===== src/rtl/btog_counter.sv =====
// ----------------------------------------------------------------------------
// btog_counter
//   Up/down binary counter whose every new value is presented as a registered
//   gray code (plus the matching binary value) in a one-entry output slot.
//   Adjacent codes in a step sequence differ by exactly one bit. This makes the
//   block suitable as a pointer or position source for a gray-to-binary
//   decoding path.
//
// Ports
//   clk        in   1      clock, all logic on posedge
//   rst        in   1      synchronous active-high reset (overrides load/en)
//   load       in   1      load load_bin into counter and output slot
//   load_bin   in   WIDTH  binary value to load
//   en         in   1      request one count step
//   up         in   1      step direction, 1 = +1, 0 = -1
//   out_ready  in   1      consumer accepts the current code
//   out_valid  out  1      slot holds a code not yet accepted
//   gray       out  WIDTH  registered gray code, always bin ^ (bin >> 1)
//   bin        out  WIDTH  registered binary value of the presented code
//   wrap       out  1      code came from a step crossing max->0 or 0->max
//
// Handshake: a code transfers on a rising edge where out_valid=1 and
// out_ready=1. out_valid never drops without a transfer unless reset occurs.
// A load replaces a pending code. While out_valid=1 and out_ready=0, the
// presented gray/bin/wrap stay stable.
// ----------------------------------------------------------------------------
module btog_counter #(
   parameter int WIDTH = 4
) (
   input  logic             clk,
   input  logic             rst,
   input  logic             load,
   input  logic [WIDTH-1:0] load_bin,
   input  logic             en,
   input  logic             up,
   input  logic             out_ready,
   output logic             out_valid,
   output logic [WIDTH-1:0] gray,
   output logic [WIDTH-1:0] bin,
   output logic             wrap
);

   // The output slot occupancy is the whole FSM. out_valid is the state.
   typedef enum logic {
      S_EMPTY = 1'b0,
      S_FULL  = 1'b1
   } state_t;

   state_t           r_state;
   state_t           w_state_nxt;

   logic [WIDTH-1:0] r_cnt;
   logic [WIDTH-1:0] r_gray;
   logic             r_wrap;

   logic             w_slot_free;
   logic             w_take_step;
   logic             w_update;
   logic [WIDTH-1:0] w_step_bin;
   logic [WIDTH-1:0] w_new_bin;
   logic             w_step_wrap;

   assign w_slot_free = (r_state == S_EMPTY) || out_ready;
   // A step that finds the slot busy is dropped. The requester keeps en high.
   assign w_take_step = en && !load && w_slot_free;
   assign w_update    = load || w_take_step;

   assign w_step_bin  = up ? (r_cnt + WIDTH'(1)) : (r_cnt - WIDTH'(1));
   assign w_step_wrap = up ? (r_cnt == {WIDTH{1'b1}}) : (r_cnt == '0);
   assign w_new_bin   = load ? load_bin : w_step_bin;

   // State register
   always_ff @(posedge clk) begin
      if (rst) begin
         r_state <= S_EMPTY;
      end else begin
         r_state <= w_state_nxt;
      end
   end

   // Next-state logic
   always_comb begin
      w_state_nxt = r_state;
      if (w_update) begin
         w_state_nxt = S_FULL;
      end else if ((r_state == S_FULL) && out_ready) begin
         w_state_nxt = S_EMPTY;
      end
   end

   // Output logic
   always_comb begin
      out_valid = (r_state == S_FULL);
   end

   // Counter and code registers. The counter value is also the presented
   // binary code, because both update together on every load or step.
   always_ff @(posedge clk) begin
      if (rst) begin
         r_cnt  <= '0;
         r_gray <= '0;
         r_wrap <= 1'b0;
      end else if (w_update) begin
         r_cnt  <= w_new_bin;
         r_gray <= w_new_bin ^ (w_new_bin >> 1);
         r_wrap <= load ? 1'b0 : w_step_wrap;
      end
   end

   assign bin  = r_cnt;
   assign gray = r_gray;
   assign wrap = r_wrap;

endmodule


===== config.mk =====
export PLATFORM = sky130hd
export DESIGN_NAME = btog_counter
export DESIGN_NICKNAME = d
export VERILOG_FILES = /design/src/rtl/btog_counter.sv
export SDC_FILE = /design/constraint.sdc
export NUM_CORES = 1
export LEC_CHECK = 0
export BUFFER_PORTS_ARGS = -buffer_cell sky130_fd_sc_hd__buf_2
export CAP_MARGIN = 20
export CORE_UTILIZATION = 42
export CTS_CLUSTER_DIAMETER = 50
export CTS_CLUSTER_SIZE = 16
export DETAILED_ROUTE_END_ITERATION = 10
export PLACE_DENSITY = 0.74
export SYNTH_ARGS = -nofsm -noshare
export SYNTH_HDL_FRONTEND = slang
export SYNTH_SLANG_ARGS = --single-unit

===== constraint.sdc =====
create_clock -name clk -period 1.6 [get_ports clk]
set_input_delay 0.16 -clock clk [delete_from_list [all_inputs] [get_ports clk]]
set_output_delay 0.16 -clock clk [all_outputs]
set_load 0.01 [all_outputs]

### After elaboration in Yosys (flattened, before gate mapping)

Index checks and enable logic that the tools add are counted.

| storage, ports and cells | value |
|---|---|
| logic and storage cells | 23 |
| input port bits | 10 |
| bits in registers | 10 |

| cells by class | value |
|---|---|
| reduce and logical (&&, ||, !) cells | 8 |
| bitwise operators | 2 |
| muxes and demuxes | 6 |
| add/sub/neg operators | 2 |
| equal/unequal tests | 1 |

Operators by type and width:

| cell | number |
|---|---|
| 4-bit two-way mux | 2 |
| 4-bit by 1-bit adder with 4-bit output (second input constant) | 1 |
| 4-bit == test (second input constant) | 1 |
| 4-bit zero test | 1 |
| 1-bit two-way mux | 4 |
| 4-bit by 1-bit subtractor with 4-bit output (second input constant) | 1 |
| 4-bit by 3-bit XOR with 4-bit output | 1 |
| 1-bit logical AND | 3 |
| 1-bit logical OR | 2 |
| 2-bit nonzero test | 1 |
| 1-bit zero test | 1 |
| 1-bit NOT | 1 |

### Logic depth before layout (Yosys ltp)

Gate-level depths: netlist (run 1).

| depth | value |
|---|---|
| depth after elaboration | 5 |
| gate-level depth with buffers | 7 |
| gate-level depth less buffers | 7 |

### Worst setup path after synthesis (run 1)

OpenSTA, ideal clock, no wires.

| timing | value |
|---|---|
| kind | flip-flop to flip-flop |
| from | register r_cnt[0] (netlist: bin[0]) |
| to | register r_gray[1] (netlist: gray[1]) |
| data required time | 1.530 ns |
| setup time | 0.070 ns |
| cell stages (with the launch flop) | 8 |
| buffers on the path | 1 |
| arrival time | 1.703 ns |
| slack | -0.173 ns |
| clock period less this slack | 1.773 ns |
| cells stage by stage | dfxtp_1 > buf_6 > inv_1 > fa_1 > xor2_1 > o21a_1 > or3_1 > a21oi_1 |

| between the ends | value |
|---|---|
| word-level cells in the longest chain between the ends | 4 |

RTL lines:

| element | RTL line | source |
|---|---|---|
| start: declaration | 52 | `logic [WIDTH-1:0] r_cnt;` |
| start signal: assignment | 104 | `r_cnt <= w_new_bin;` |
| 4-bit by 1-bit subtractor with 4-bit output / 4-bit by 1-bit adder with 4-bit output (equally long branches) | 68 | `assign w_step_bin = up ? (r_cnt + WIDTH'(1)) : (r_cnt - WIDTH'(1));` |
| 4-bit two-way mux * | 68 |  |
| 4-bit two-way mux * | 70 | `assign w_new_bin = load ? load_bin : w_step_bin;` |
| 4-bit by 3-bit XOR with 4-bit output * | 105 | `r_gray <= w_new_bin ^ (w_new_bin >> 1);` |
| end signal: assignment | 105 |  |
| end: declaration | 53 | `logic [WIDTH-1:0] r_gray;` |

Mark *: on every way between the ends. The rest lies on a longest branch, timed or not.
A chain may end at the register's enable or synchronous reset.

### Worst setup path in the final report (run 1)

Ends and elaborated chain as after synthesis.

==> impl_metrics.tcl, run 1 <==
set metrics [dict create \
    worst_hold_path_type "primary input to register" \
    skew_ns 0.005657 \
    violations "setup timing" \
    grt_setup_unrepaired "yes" \
    seq_area_sq_um 182.7 \
    syn-num-nets 81 \
    dp_cells 105 \
    setup_viol 2 \
    avgSynthCellArea_sq_um 8.482 \
    num_rows 12 \
    vias 572 \
    grt_overflow 0 \
    area_delta_synth_final_pct 36.88 \
    worstMarginPinSlew_ns 0.2914 \
    post_cts_buffers 0 \
    root_buffer "clkbuf_4" \
    die_h_microns 39.06 \
    m1WireLength_microns 587 \
    synth_cell_type_count 33 \
    final_cell_mix "buf_2, buf_4, dfxtp_1" \
    grt_max_degree 14 \
    fin_crit_ns 1.621 \
    drt_iter0_markers 7 \
    synth_edf_count 0 \
    end_kind "register" \
    die-area_sq_um 1526 \
    critPathLaunchType "register" \
    grtUsageTotal_pct 22.22 \
    wl_per_cell_microns 12.04 \
    globalplace.congestion 0.7981 \
    dp_hpwl_mm 1.014 \
    cts_tree "built" \
    io_buffer_count 19 \
    mostFrequentLayoutCell "buf_2" \
    insertion_delay_ns 0.26 \
    synthCells 68 \
    drv_cap 0 \
    synth_flop_cell "dfxtp_1" \
    vias_per_cell 5.248 \
    cts_buffer_depth 2 \
    hold_viol 0 \
    drv_slew 0 \
    cellPowerDensity_nw_per_um2 862.3 \
    fp.coreArea_sq_um 1186 \
    fp.dieW_microns 39.06 \
    syn-cell-area_sq_um 576.8 \
    top_layer "met4" \
    status "complete, but fails checks" \
    wl_met2_microns 615 \
    grt_pass1_vias 539 \
    arrival_ns 1.82 \
    n_antenna_cell 0 \
    power_uw 680.8 \
    worstPathMaxFanout 3 \
    wirelength_mm 1.312 \
    yosysSeqAreaShare_pct 31.24 \
    ant_nets 0 \
    clkSinkCount 9 \
    synth_seq_cells 9 \
    p_leak_uw 0.0003668 \
    antenna_found_initial 0 \
    start_util_pct 48.63 \
    firstDrtPassIters 4 \
    ir_drop_mv 0.5287 \
    wl_met3_microns 67 \
    grt_first_pass_wirelength_mm 2.152 \
    async_flop_share_pct 0 \
    ioPinCount 20 \
    cts-htree-levels 1 \
    instances_no_fill 109 \
    clkSlewWorstSetupHoldPaths_ns 0.06 \
    hold_ws_ns 0.1547 \
    drive_gt1_share_pct 45.26 \
    r2r_slack_ns -0.02 \
    hold_buffers 0 \
    yosys_warnings 0 \
    critPathRequiredTime_ns 1.80 \
    nets 109 \
    critPathKind "register to register" \
    multi_input_area_sq_um 385.4 \
    slew_headroom_pct 80.46 \
    post-route-period-util_pct 101.3 \
    drc 0 \
    finalWorstSetupSlack_ns -0.02060 \
    num-fill-cells 98 \
    cts_buffers 3 \
    max_freq_mhz 617.1 \
]
==> where the power goes <==
part	leakage, uW	switching, uW	internal [uW]
Sequential	0.0000753	14.6	246
Clock	0.0000150	78.4	96.0
Combinational	0.000277	125	121
==> routing by layer <==
metal	track usage, %	vias up
met5	0	-
met4	12.93	0
met3	10.40	7
met2	36.67	16
met1	22.57	256
li1	-	293
==> sequential cells by signal, summed over array words and instances (netlist names) <==
name       flops
bin            4
out_valid      1
gray           3
wrap           1
==> final timing paths <==
check | start | to | cells past startpoint
worst max-delay path | bin[0]$_SDFFE_PP0P_ | gray[1]$_SDFFE_PP0P_ | 5
worst min register to register | gray[2]$_SDFFE_PP0P_ | gray[2]$_SDFFE_PP0P_ | 2
worst min-delay path | load_bin[0] | bin[0]$_SDFFE_PP0P_ | 3
worst max register to register | bin[0]$_SDFFE_PP0P_ | gray[1]$_SDFFE_PP0P_ | 5
==> critical path: stages (launching register included) <==
cell     delay, ns
dfxtp_2       0.34
inv_2         0.04
fa_2          0.56
o31ai_2       0.09
or3_1         0.39
a21oi_2       0.12
==> metrics by stage <==
stage	utilization, %	setup TNS [ns]	cell area (sq um)	setup slack [ns]
finish	66.56	-0.03614	789.5	-0.02060
global route	66.56	-0.2849	789.5	-0.09680
CTS	64.66	-0.06888	767.0	-0.03746
detailed placement	62.03	-0.2297	735.7	-0.1139
global placement	62.03	-0.1735	735.7	-0.09531
floorplan	-	-0.08192	589.3	-0.06155
==> synthesized netlist by cell type (2+ instances only) <==
| cell type | n | area (sq um) |
|---|---|---|
| ha_1 | 2 | 25.02 |
| xor2_1 | 2 | 17.52 |
| inv_1 | 6 | 22.52 |
| a211oi_1 | 2 | 15.01 |
| nor2_1 | 2 | 7.510 |
| nand2_1 | 6 | 22.52 |
| dfxtp_1 | 9 | 180.2 |
| a21oi_1 | 8 | 40.04 |
| xnor2_1 | 6 | 52.55 |
| nor3_1 | 2 | 10.01 |
==> cell type report <==
type | count | area share (%)
multi-input combinational | 49 | 48.81
sequential | 9 | 23.14
timing repair buffer | 27 | 19.65
clock buffer | 4 | 3.328
inverter | 6 | 2.853
tap | 14 | 2.219
==> cell families after synthesis <==
logic type	count (synthesis)	synth area share [%]
DFF	9	31.24
and+or+nand+nor	16	13.24
buffers and inverters	10	8.459
muxes	1	1.735
AOI/OAI and AO/OA	21	25.38
adders and majority gates	3	7.809
xor gates and xnor gates	8	12.15
==> what timing repair did <==
item                                   4_1_cts  5_1_grt
setup endpoints to repair                    3        5
pin swaps                                    2        2
endpoints found under the hold margin        0        0
gates resized for setup                      1        5
Power figures use the tool's default switching activity.
==> inputs of run 2 (changes only) <==
CELL_PAD_IN_SITES_DETAIL_PLACEMENT = 1   (was not set)
CELL_PAD_IN_SITES_GLOBAL_PLACEMENT = 1   (was not set)
CORE_ASPECT_RATIO = 1.4   (was not set)
CORE_UTILIZATION = 30   (was 42)
PLACE_DENSITY = 0.73   (was 0.74)
clock period = 1.4 ns   (was 1.6 ns; I/O delays follow)
==> run 2 against run 1 <==
Against the previous run:
- the flow still finishes with violations (setup timing)
- sequential cell count unchanged
- non-clock buffer count increased by 5
- total power increased by 21%
- combinational power increased by 31%
- clock-buffer cell count unchanged
- worst setup slack got worse by 0.22 ns
- sequential power increased by 13%
- critical path type unchanged
==> impl_metrics.tcl, run 2 (synthesis results as in run 1) <==
set metrics [dict create \
    setup_viol 6 \
    start_util_pct 32.42 \
    grt_max_degree 14 \
    drive_gt1_share_pct 50.00 \
    ir_drop_mv 0.5527 \
    hp-start "load_bin[0]" \
    final_core_util_pct 47.54 \
    die_h_microns 53.88 \
    hold_viol 0 \
    vias_per_cell 4.975 \
    vias 597 \
    finalWorstSetupSlack_ns -0.2448 \
    worstMarginPinSlew_ns 0.2821 \
    end_kind "register" \
    io_buffer_count 19 \
    post-route-period-util_pct 117.5 \
    num_rows 18 \
    drv_slew 0 \
    wl_per_cell_microns 13.69 \
    cellPowerDensity_nw_per_um2 974.1 \
    drc 0 \
    holdPathStages 3 \
    clkSinkCount 9 \
    fp.dieW_microns 39.06 \
    drv_cap 0 \
    reg2reg_from "bin[1]$_SDFFE_PP0P_" \
    crit_chain "inv_4 -> fa_2 -> xor2_2 -> buf_4 -> o22ai_2 -> mux2i_1 -> a221oi_1" \
    cts_buffer_depth 2 \
    cts-htree-levels 1 \
    grt_setup_unrepaired "yes" \
    clkSlewWorstSetupHoldPaths_ns 0.07 \
    p_leak_uw 0.0003873 \
    fin_area_sq_um 845.8 \
    ff2ff_path_depth 7 \
    drt_iter0_markers 3 \
    ioPinCount 20 \
    instances_no_fill 120 \
    num-fill-cells 229 \
    critPathRequiredTime_ns 1.57 \
    nets 114 \
    worst_path_max_delay_cell "dfxtp_4" \
    grtUsageTotal_pct 18.29 \
    fin_crit_ns 1.645 \
    slew_headroom_pct 81.06 \
    crit_path_max_incr_delay_ns 0.37 \
    final_cell_mix "buf_2, buf_4, a21oi_1" \
    arrival_ns 1.82 \
    post_dp_cell_area_sq_um 794.5 \
    n_antenna_cell 0 \
    grt_overflow 0 \
    critPathKind "register to register" \
    area_delta_synth_final_pct 46.64 \
    mostFrequentLayoutCell "buf_2" \
    hold_end "bin[0]$_SDFFE_PP0P_" \
    crit_family "compound AO/OA/AOI/OAI gates" \
    grt_first_pass_wirelength_mm 2.573 \
    worstReg2RegEnd "gray[2]$_SDFFE_PP0P_" \
    violations "setup timing" \
    worst-path-buf-inv 2 \
    ant_nets 0 \
    hold_ws_ns 0.1547 \
    dp_hpwl_mm 1.263 \
    fin_tns_setup_ns -1.120 \
    root_buffer "clkbuf_4" \
    globalplace.congestion 0.7196 \
    fp.coreArea_sq_um 1779 \
    insertion_delay_ns 0.26 \
    critPathLaunchType "register" \
    firstDrtPassIters 4 \
    max_freq_mhz 608.0 \
    wirelength_mm 1.643 \
    largest_reg_flops 4 \
    antenna_found_initial 0 \
    cts_buffers 3 \
    die-area_sq_um 2105 \
    cts_tree "built" \
    worst_hold_path_type "primary input to register" \
    worstPathMaxFanout 3 \
    dp_cells 115 \
    grt_pass1_vias 626 \
    hold_buffers 0 \
    skew_ns 0.006703 \
    r2r_slack_ns -0.24 \
    status "complete, but fails checks" \
]
-- run 2: changes by cell type in the layout (fill, tap and decap cells not counted), sizes merged --
cell  change
buf       +5
-- run 2: final cells by class --
type                       count  area (sq um)  share of cell area, %
clock buffer                   4         26.28                  3.107
tap                           20         25.02                  2.959
timing repair buffer          32         192.7                  22.78
multi-input combinational     49         390.4                  46.15
inverter                       6         25.02                  2.959
sequential                     9         186.4                  22.04
-- run 2: worst max-delay path by stage --
stage / start / end / slack (ns) / depth (start not counted)
final: bin[1]$_SDFFE_PP0P_ / gray[2]$_SDFFE_PP0P_ / -0.24 / 7
after CTS: bin[1]$_SDFFE_PP0P_ / gray[1]$_SDFFE_PP0P_ / -0.22 / 5
after global placement: up / bin[3]$_SDFFE_PP0P_ / -0.24 / 8
after floorplan: bin[0]$_SDFFE_PP0P_ / gray[1]$_SDFFE_PP0P_ / -0.26 / 7
after detailed placement: up / bin[3]$_SDFFE_PP0P_ / -0.30 / 8
after global routing: bin[1]$_SDFFE_PP0P_ / gray[2]$_SDFFE_PP0P_ / -0.30 / 7
-- run 2: worst reg2reg max path, delay by kind of cell (launching register included) --
kind            cells  cell delay (ns)
compound gates      2             0.39
xor+xnor            1             0.16
fa+ha+maj           1             0.34
buf+inv             2             0.19
flops               1             0.37
mux                 1             0.11
-- run 2: repair_timing --
| item | CTS | global route |
|---|---|---|
| setup endpoints to repair | 6 | 6 |
| setup buffers | 1 | 0 |
| pin swaps | 1 | 5 |
| resized for setup | 2 | 4 |
-- run 2: power breakdown --
part           internal [uW]  switching, uW
combinational            163            159
sequential               281           14.6
clock                    110           96.2
total                    554            270
-- run 2: per-stage QoR --
step	setup slack [ns]	total power, uW
after floorplan	-0.2566	484.0
after global placement	-0.2447	589.9
after detailed placement	-0.2963	600.9
after global routing	-0.3032	881.6
final	-0.2448	823.9
after CTS	-0.2241	819.2
-- run 2: layer usage --
| metal | global-route usage (%) | up-vias | part of all wire [%] |
|---|---|---|---|
| li1 | - | 302 | - |
| met1 | 18.73 | 277 | 42 |
| met2 | 33.89 | 14 | 53 |
| met3 | 2.479 | 4 | 2.7 |
| met4 | 10.34 | 0 | 2.1 |
| met5 | 0 | - | 0 |
